===== src/rtl/period_meter_if.sv =====
// Signal bundle between a period_meter and the logic that starts it and consumes its results.
interface period_meter_if #(
  parameter int CNT_W = 8
);
  logic             sig_in;
  logic             start;
  logic             busy;
  logic             valid;
  logic [CNT_W-1:0] period;
  logic [CNT_W-1:0] high_time;
  logic             overflow;

  modport master (
    output sig_in, start,
    input  busy, valid, period, high_time, overflow
  );

  modport slave (
    input  sig_in, start,
    output busy, valid, period, high_time, overflow
  );
endinterface


===== src/rtl/period_meter.sv =====
// Measures the period and high time of sig_in between two rising edges, in clk cycles.
// Define PERIOD_METER_CONTINUOUS_EN to report every period back-to-back instead of one-shot.
module period_meter #(
  parameter int CNT_W = 8
) (
  input  logic          clk,
  input  logic          rst,
  period_meter_if.slave bus
);

  typedef enum logic [1:0] {
    IDLE    = 2'd0,
    ARM     = 2'd1,
    MEASURE = 2'd2
  } state_t;

  localparam logic [CNT_W-1:0] CNT_MAX = '1;

  state_t           state;
  state_t           state_next;
  logic             sig_d;
  logic             rise;
  logic [CNT_W-1:0] cnt;
  logic [CNT_W-1:0] hcnt;
  logic [CNT_W-1:0] period_q;
  logic [CNT_W-1:0] high_time_q;
  logic             valid_q;
  logic             overflow_q;

  logic load;
  logic count;
  logic capture;
  logic set_ovf;
  logic clr_ovf;

  assign rise = bus.sig_in & ~sig_d;

  always_ff @(posedge clk) begin
    if (rst) state <= IDLE;
    else     state <= state_next;
  end

  always_comb begin
    // NOTE: every output of this block gets a default first so no path leaves one unassigned (no latches).
    state_next = state;
    load       = 1'b0;
    count      = 1'b0;
    capture    = 1'b0;
    set_ovf    = 1'b0;
    clr_ovf    = 1'b0;
    unique case (state)
      IDLE: begin
        // A rise coinciding with start only arms; the opening edge must come later.
        if (bus.start) begin
          state_next = ARM;
          clr_ovf    = 1'b1;
        end
      end
      ARM: begin
        if (rise) begin
          state_next = MEASURE;
          load       = 1'b1;
        end
      end
      MEASURE: begin
        if (rise) begin
          capture = 1'b1;
`ifdef PERIOD_METER_CONTINUOUS_EN
          load    = 1'b1;
`else
          state_next = IDLE;
`endif
        end else if (cnt == CNT_MAX) begin
          set_ovf    = 1'b1;
          state_next = IDLE;
        end else begin
          count = 1'b1;
        end
      end
      default: state_next = IDLE;
    endcase
  end

  // The opening-edge cycle counts as one period cycle and, sig_in being high there, one high cycle.
  always_ff @(posedge clk) begin
    if (rst) begin
      // NOTE: sequential state uses non-blocking assignments so every register samples pre-edge values.
      sig_d       <= 1'b0;
      cnt         <= '0;
      hcnt        <= '0;
      period_q    <= '0;
      high_time_q <= '0;
      valid_q     <= 1'b0;
      overflow_q  <= 1'b0;
    end else begin
      sig_d   <= bus.sig_in;
      valid_q <= capture;
      if (load) begin
        cnt  <= CNT_W'(1);
        hcnt <= CNT_W'(1);
      end else if (count) begin
        cnt <= cnt + CNT_W'(1);
        if (bus.sig_in) hcnt <= hcnt + CNT_W'(1);
      end
      if (capture) begin
        period_q    <= cnt;
        high_time_q <= hcnt;
      end
      if (set_ovf)      overflow_q <= 1'b1;
      else if (clr_ovf) overflow_q <= 1'b0;
    end
  end

  assign bus.busy      = (state != IDLE);
  assign bus.valid     = valid_q;
  assign bus.period    = period_q;
  assign bus.high_time = high_time_q;
  assign bus.overflow  = overflow_q;

endmodule


===== src/flat_wrapper.sv =====
// flat-port wrapper written by rule: the top's interface ports become plain ports
module period_meter_flat 
#(
  parameter int CNT_W = 8
)
  (clk, rst, bus_sig_in, bus_start, bus_busy, bus_valid, bus_period, bus_high_time, bus_overflow);
  period_meter_if #(.CNT_W(CNT_W)) bus_i ();
  input  logic clk;
  input  logic rst;
  input wire logic [$bits(bus_i.sig_in)-1:0] bus_sig_in;
  input wire logic [$bits(bus_i.start)-1:0] bus_start;
  output wire logic [$bits(bus_i.busy)-1:0] bus_busy;
  output wire logic [$bits(bus_i.valid)-1:0] bus_valid;
  output wire logic [$bits(bus_i.period)-1:0] bus_period;
  output wire logic [$bits(bus_i.high_time)-1:0] bus_high_time;
  output wire logic [$bits(bus_i.overflow)-1:0] bus_overflow;
  assign bus_i.sig_in = bus_sig_in;
  assign bus_i.start = bus_start;
  assign bus_busy = bus_i.busy;
  assign bus_valid = bus_i.valid;
  assign bus_period = bus_i.period;
  assign bus_high_time = bus_i.high_time;
  assign bus_overflow = bus_i.overflow;
  period_meter #(.CNT_W(CNT_W)) u_core (.clk(clk), .rst(rst), .bus(bus_i));
endmodule

===== config.mk =====
export PLATFORM = sky130hd
export DESIGN_NAME = period_meter_flat
export DESIGN_NICKNAME = d
export VERILOG_FILES = /design/src/rtl/period_meter_if.sv /design/src/rtl/period_meter.sv /design/src/flat_wrapper.sv
export SDC_FILE = /design/constraint.sdc
export NUM_CORES = 1
export LEC_CHECK = 0
export BUFFER_PORTS_ARGS = -buffer_cell sky130_fd_sc_hd__buf_2
export CORE_MARGIN = 2
export CORE_UTILIZATION = 54
export DETAILED_ROUTE_END_ITERATION = 10
export PLACE_DENSITY = 0.77
export SYNTH_ARGS = -nofsm -noshare
export SYNTH_HDL_FRONTEND = slang
export SYNTH_SLANG_ARGS = --single-unit

===== constraint.sdc =====
create_clock -name clk -period 2 [get_ports clk]
set_input_delay 0.3 -clock clk [delete_from_list [all_inputs] [get_ports clk]]
set_output_delay 0.3 -clock clk [all_outputs]
set_load 0.005 [all_outputs]

Word level (Yosys, flattened, before mapping)
Cells that the tools add are included.
- register bits after elaboration: 37
- input bits: 4
- logic and storage cells: 52
- add/subtract/negate cells: 2
- equality and inequality tests: 6
- multiplexer cells: 23
- bitwise gates (word level): 2
- reductions and logical operators: 9
- operator list (kind ; count):
    $mux W1 ; 18
    $add A8 B1 Y8 const B ; 2
    $eq A8 B8 Y1 const B ; 1
    $mux W2 ; 4
    $reduce_bool A2 Y1 ; 4
    $pmux W2 S3 ; 1
    $reduce_and A2 Y1 ; 2
    $ne A3 B1 Y1 const B ; 1
    $reduce_and A3 Y1 ; 1
    $eq A2 B1 Y1 const B ; 1
    $eq A2 B2 Y1 const B ; 1
    $logic_not A2 Y1 ; 1
    $ne A2 B1 Y1 const B ; 1
    $ne A2 B2 Y1 const B ; 1
    $reduce_or A2 Y1 ; 1
    $and A1 B1 Y1 ; 1
    $not A1 Y1 ; 1

Logic depth before layout (Yosys ltp)
Gate-level depths: netlist (run 1).
- word-level depth: 6
- depth in mapped cells: 7
- mapped depth without buffers: 5

Worst setup path before layout (run 1)
No wires, ideal clock.
- path type: register to register
- start: reg u_core.cnt[0]
- end: reg u_core.hcnt[4]
- arrival: 1.696 ns
- slack: 0.233 ns
- cell stages (with the launch flop): 7
- buffers on the path: 1
- cell sequence: dfxtp_1 -> ha_1 -> and4_1 -> buf_2 -> a211o_4 -> or3_1 -> a21oi_1
- longest elaborated chain between the ends: 5
- RTL lines (what ; RTL line ; RTL):
    start, declared ; period_meter.sv:23 ; logic [CNT_W-1:0] cnt;
    start signal, assigned ; period_meter.sv:102 ; cnt <= cnt + CNT_W'(1);
    $eq A8 B8 Y1 ; period_meter.sv:73 ; end else if (cnt == CNT_MAX) begin
    $mux W1 ; period_meter.sv:73 ;
    $mux W1 ; period_meter.sv:66 ; if (rise) begin
    $mux W1 ; period_meter.sv:51 ; unique case (state)
    $reduce_and A2 Y1 (no line) ; -- ;
    end signal, assigned ; period_meter.sv:103 ; if (bus.sig_in) hcnt <= hcnt + CNT_W'(1);
    end, declared ; period_meter.sv:24 ; logic [CNT_W-1:0] hcnt;
No other way between the ends.
A chain may end at the register's enable or synchronous reset.

Worst setup path in the final report (run 1)
- start: reg u_core.cnt[1]
- end: reg u_core.hcnt[4]
Same word-level chain as after synthesis.

==> results of run 1 <==
metrics by stage:
stage	hold slack (ns)	instances
final	0.222	237
after global routing	0.223	237
after CTS	0.208	234
after detailed placement	0.443	226
after global placement	0.439	226
after floorplan	0.369	178
worst max-delay path, cell delays in order (launching register included):
cell and delay [ns]:
dfxtp_1 0.38, ha_1 0.24, and4_2 0.29, a211o_4 0.40, or3_1 0.37, a21oi_1 0.17
registers in the layout, summed over array words and instances, names as in the netlist:
| register | cells |
|---|---|
| u_core.bus.high_time | 8 |
| u_core.bus.period | 8 |
| u_core.cnt | 8 |
| u_core.hcnt | 8 |
| u_core.state | 2 |
| u_core.bus.overflow | 1 |
| u_core.bus.valid | 1 |
| u_core.sig_d | 1 |
final timing paths:
path | to | depth (start not counted) | slack [ns]
worst max-delay path | u_core.hcnt[4] | 5 | 0.09
worst min-delay path | u_core.sig_d | 2 | 0.22
worst max register to register | u_core.hcnt[4] | 5 | 0.09
worst min register to register | u_core.bus.period[5] | 2 | 0.46
cell usage after synthesis:
master	count	share of area
dfxtp_1	37	0.49
nand2_1	36	0.090
a21oi_1	30	0.10
o21ai_0	10	0.033
or3_1	9	0.037
nor2_1	7	0.017
clkbuf_1	5	0.012
nand3_1	5	0.017
nand4_1	4	0.017
inv_1	3	0.0075
nand2b_1	3	0.012
nor2b_1	3	0.012
xnor2_1	3	0.017
a211oi_1	2	0.010
and3_1	2	0.0083
and4_1	2	0.012
buf_2	2	0.0067
ha_1	2	0.017
mux2i_1	2	0.013
a2111oi_0	1	0.0058
a211o_4	1	0.012
buf_6	1	0.0075
nand3b_1	1	0.0050
nand4b_1	1	0.0058
nor3_1	1	0.0033
o21a_1	1	0.0050
o21ba_2	1	0.0067
or2_2	1	0.0042
or4b_1	1	0.0067
xor2_1	1	0.0058
cells by family (layout without fill, tap and decap cells):
group | Yosys count | after routing | share of synthesized area
AOI/OAI and AO/OA | 46 | 46 | 0.172
DFF | 37 | 37 | 0.493
adders and majority gates | 2 | 2 | 0.0166
muxes | 2 | 2 | 0.0133
xor gates and xnor gates | 4 | 4 | 0.0233
and+or+nand+nor | 76 | 76 | 0.248
buffers and inverters | 11 | 39 | 0.0341
power groups by stage:
stage	Sequential [mW]	Combinational, mW	Clock [mW]
after floorplan	0.768	0.0347	0
after global placement	0.769	0.0494	0
after detailed placement	0.770	0.0520	0
after CTS	0.753	0.0524	0.458
after global routing	0.756	0.0603	0.492
final	0.754	0.0549	0.448
repair_timing:
item	CTS	global route
hold buffers	0	0
resized for setup	0	2
setup buffers	0	3
setup endpoints to repair	0	5
cell usage in the layout, fill, tap and decap left out, types with 3 or more instances in the layout:
cell type   n
nor2_1      7
nand2_1    36
buf_4       5
o21ai_0    10
nand3_1     5
nand2b_1    3
nor2b_1     3
inv_1       3
clkbuf_4    5
xnor2_1     3
buf_2      23
dfxtp_1    36
or3_1       9
a21oi_1    30
nand4_1     4
final cells by class:
type	count	share of cell area
repair buffers	28	0.0883
inverters	3	0.00652
clock buffers	7	0.0377
well taps	31	0.0224
flip-flops and latches	37	0.429
clock inverters	1	0.00290
multi-input cells	130	0.413
per-layer routing:
metal / GRT usage / part of all wire / vias to the layer above
met1: 0.258 / 0.44 / 624
met2: 0.357 / 0.48 / 39
met3: 0.0760 / 0.061 / 7
met5: 0 / 0 / -
met4: 0.103 / 0.017 / 0
li1: - / - / 673
==> impl_metrics.json, run 1 <==
{
  "outcome": "complete, no violations",
  "relSlewSlack": 0.619,
  "path_class": "flop to flop",
  "start_kind": "flop",
  "seqCellArea_um2": 742,
  "wirelength_um": 3290,
  "peakVddDrop_uv": 609,
  "worstPathArrival_ns": 2.19,
  "worstPathRequired_ns": 2.28,
  "clk_latency_ns": 0.35,
  "die_h_um": 56.8,
  "clock-sinks": 37,
  "hold_class": "input port to flop",
  "power_mw": 1.26,
  "track_usage": 0.220,
  "multi_input_area_um2": 713,
  "final_layout_size_suffix_gt1_frac": 0.199,
  "placed_area_um2": 1640,
  "drc": 0,
  "start_util": 0.555,
  "grt_max_degree": 25,
  "p_int_mw": 0.969,
  "crit_fanout": 10,
  "synth-seq-cells": 37,
  "maxCapViolCount": 0,
  "fin_crit_ns": 1.91,
  "drt-initial-drc-count": 51,
  "switching_share": 0.229,
  "pin_count": 23,
  "fin_nets": 211,
  "die_w_um": 56.8,
  "cts-buffers-inserted": 5,
  "port_buffers": 22,
  "grt_setup_unrepaired": "no",
  "synth_nets": 184,
  "clock-root-buffer": "clkbuf_4",
  "stdcell_area_um2": 1730,
  "tritoncts": "built",
  "finalSetupTns_ns": 0,
  "synth_cell_types": 30,
  "finalMaxSlewViolations": 0,
  "ys_warn_count": 0,
  "nFillCells": 247,
  "antennaDiodeCount": 0,
  "pwr-share-comb": 0.044,
  "startpoint": "u_core.cnt[1]",
  "grt_pass1_vias": 1218,
  "switching_power_mw": 0.288,
  "worst_pin_slew_ns": 0.569,
  "fin_util": 0.638,
  "clockPowerShare": 0.357,
  "reg2reg_from": "u_core.cnt[1]",
  "clockBufferDepth": 2,
  "avgSynthCellArea_um2": 8.45,
  "finalClockSkew_ns": 0.00481,
  "pre_cts_ws_ns": 0.0643,
  "hp-start": "bus_sig_in",
  "ant_nets": 0,
  "dr.pass1.iters": 4,
  "syn_area_um2": 1500,
  "cts.clk_slew.worst_paths_ns": 0.11,
  "fp.coreArea_um2": 2710,
  "fin_ws_ns": 0.0870,
  "grt_pass1_wl_um": 5320,
  "p_leak_nw": 0.649,
  "setup_viol": 0,
  "rows": 19,
  "die_area_um2": 3220,
  "endpoint_kind": "flop",
  "viasPerCell": 5.67,
  "place.gp.congestion": 0.817,
  "yosysSeqAreaShare": 0.493,
  "grt_remaining_overflow": 0,
  "htreeDepth": 2,
  "antenna_found_initial": 0,
  "finalHoldViolations": 0,
  "fin_crit_sh": 0.957,
  "hpwl_um": 2270,
  "wl_per_cell_um": 13.9,
  "syn2layout_area_growth_pct": 14.9,
  "synth_cells": 178,
  "seqPwrFrac": 0.600,
  "power.density_nw_per_um2": 728,
  "max_freq_ghz": 0.523,
  "via_count": 1343
}
Note: power is estimated with default switching activity, not from simulation.
==> run 2, diff against run 1 <==
Settings changed: RECOVER_POWER set to 100.
==> impl_metrics.json, run 2 (same netlist as run 1, synthesis figures left out) <==
{
  "drt-initial-drc-count": 49,
  "start_kind": "flop",
  "crit_fanout": 10,
  "whs_ns": 0.222,
  "die_w_um": 56.8,
  "antennaDiodeCount": 0,
  "ant_nets": 0,
  "reg2reg_depth": 5,
  "syn2layout_area_growth_pct": 14.5,
  "hp-start": "bus_sig_in",
  "via_count": 1351,
  "power_mw": 1.26,
  "outcome": "complete, no violations",
  "switching_share": 0.229,
  "port_buffers": 22,
  "relSlewSlack": 0.298,
  "critPathMaxStageDelay_ns": 0.40,
  "pin_count": 23,
  "antenna_found_initial": 0,
  "seqCellArea_um2": 742,
  "grt_pass1_wl_um": 5320,
  "mostFrequentLayoutCells": "36 x nand2_1, 36 x dfxtp_1, 30 x a21oi_1, 18 x buf_2, 10 x o21ai_0",
  "die_h_um": 56.8,
  "grt_remaining_overflow": 0,
  "r2r_end": "u_core.hcnt[4]",
  "finalSetupTns_ns": 0,
  "clock-root-buffer": "clkbuf_4",
  "hpwl_um": 2270,
  "fp.coreArea_um2": 2710,
  "peakVddDrop_uv": 608,
  "pwr-share-comb": 0.043,
  "finalHoldViolations": 0,
  "fin_nets": 211,
  "min_to": "u_core.sig_d",
  "grt_pass1_vias": 1218,
  "start_util": 0.555,
  "seqPwrFrac": 0.600,
  "nFillCells": 248,
  "hold_class": "input port to flop",
  "finalMaxSlewViolations": 0,
  "finalClockSkew_ns": 0.00483,
  "p_leak_nw": 0.630,
  "max_freq_ghz": 0.522,
  "min_path_cells": 2,
  "maxCapViolCount": 0,
  "cts-buffers-inserted": 5,
  "worstPathArrival_ns": 2.19,
  "multi_input_area_um2": 713,
  "grt_setup_unrepaired": "no",
  "crit_chain": "ha_1, and4_2, a211o_4, or3_1, a21oi_1",
  "clock-sinks": 37,
  "switching_power_mw": 0.288,
  "wirelength_um": 3300,
  "crit_buf_inv": 0,
  "reg2reg_from": "u_core.cnt[1]",
  "drc": 0,
  "tritoncts": "built",
  "ff2ff_setup_slack_ns": 0.09,
  "fin_ws_ns": 0.0854,
  "clockPowerShare": 0.357,
  "cp_top_family": "simple AND/OR/NAND/NOR gates",
  "power.density_nw_per_um2": 729,
  "place.gp.congestion": 0.817,
  "die_area_um2": 3220,
  "setup_viol": 0,
  "fin_crit_sh": 0.957,
  "worst_pin_slew_ns": 1.05,
  "htreeDepth": 2,
  "clockBufferDepth": 2,
  "worstPathRequired_ns": 2.28,
  "p_int_mw": 0.968,
  "cts.clk_slew.worst_paths_ns": 0.11,
  "track_usage": 0.220,
  "wl_per_cell_um": 13.9,
  "final_layout_size_suffix_gt1_frac": 0.175,
  "slowest_stage": "a211o_4",
  "viasPerCell": 5.70,
  "grt_max_degree": 25,
  "pre_cts_ws_ns": 0.0643,
  "clk_latency_ns": 0.35,
  "path_class": "flop to flop",
  "fin_crit_ns": 1.91,
  "rows": 19,
  "endpoint_kind": "flop",
  "dr.pass1.iters": 4
}
-- run 2: changes by cell type in the layout (fill, tap and decap cells not counted) --
cell      delta
buf_4        -2
clkbuf_1     +4
buf_2        -5
buf_1        +1
clkbuf_4     +2
-- run 2: per-stage QoR --
stage          instances  cell area, um^2  utilization
2_1_floorplan        178             1500            -
3_3_place_gp         226             1640        0.603
3_5_place_dp         226             1640        0.603
4_1_cts              234             1710        0.629
5_1_grt              237             1720        0.635
6_report             237             1720        0.635
-- run 2: worst max-delay path by stage --
stage	startpoint	endpoint	slack (ns)	depth (start not counted)
6_report	u_core.cnt[1]	u_core.hcnt[4]	0.09	5
5_1_grt	u_core.cnt[1]	u_core.hcnt[4]	0.003	5
4_1_cts	u_core.cnt[0]	u_core.hcnt[4]	0.04	5
3_5_place_dp	u_core.cnt[0]	u_core.hcnt[4]	0.06	5
3_3_place_gp	u_core.cnt[0]	u_core.hcnt[5]	0.18	5
2_1_floorplan	u_core.cnt[0]	u_core.hcnt[4]	0.23	6
-- run 2: timing repair --
action	4_1_cts	5_1_grt
hold buffers	0	0
setup endpoints to repair	0	5
setup buffers	0	3
resized for setup	0	2
-- run 2: area by class of cell --
class / instances / area share
clock buffers: 7 / 0.0378
clock inverters: 1 / 0.00291
inverters: 3 / 0.00654
multi-input cells: 130 / 0.414
flip-flops and latches: 37 / 0.431
well taps: 31 / 0.0225
repair buffers: 28 / 0.0850
-- run 2: worst register-to-register path, cell delays in order, from the launching register on --
cell,delay (ns)
dfxtp_1,0.38
ha_1,0.24
and4_2,0.29
a211o_4,0.40
or3_1,0.37
a21oi_1,0.17
-- run 2: routing by layer --
metal	wire length (um)	up-vias	global-route usage
met2	1610	40	0.357
met4	55	0	0.103
met1	1410	629	0.258
li1	-	675	-
met3	223	7	0.0760
met5	0	-	0
-- run 2: power by group through the flow --
stage | Clock (mW) | Combinational [mW] | Sequential [mW]
floorplan | 0 | 0.0347 | 0.768
global placement | 0 | 0.0494 | 0.769
detailed placement | 0 | 0.0520 | 0.770
CTS | 0.458 | 0.0524 | 0.753
global route | 0.492 | 0.0594 | 0.756
finish | 0.448 | 0.0540 | 0.754
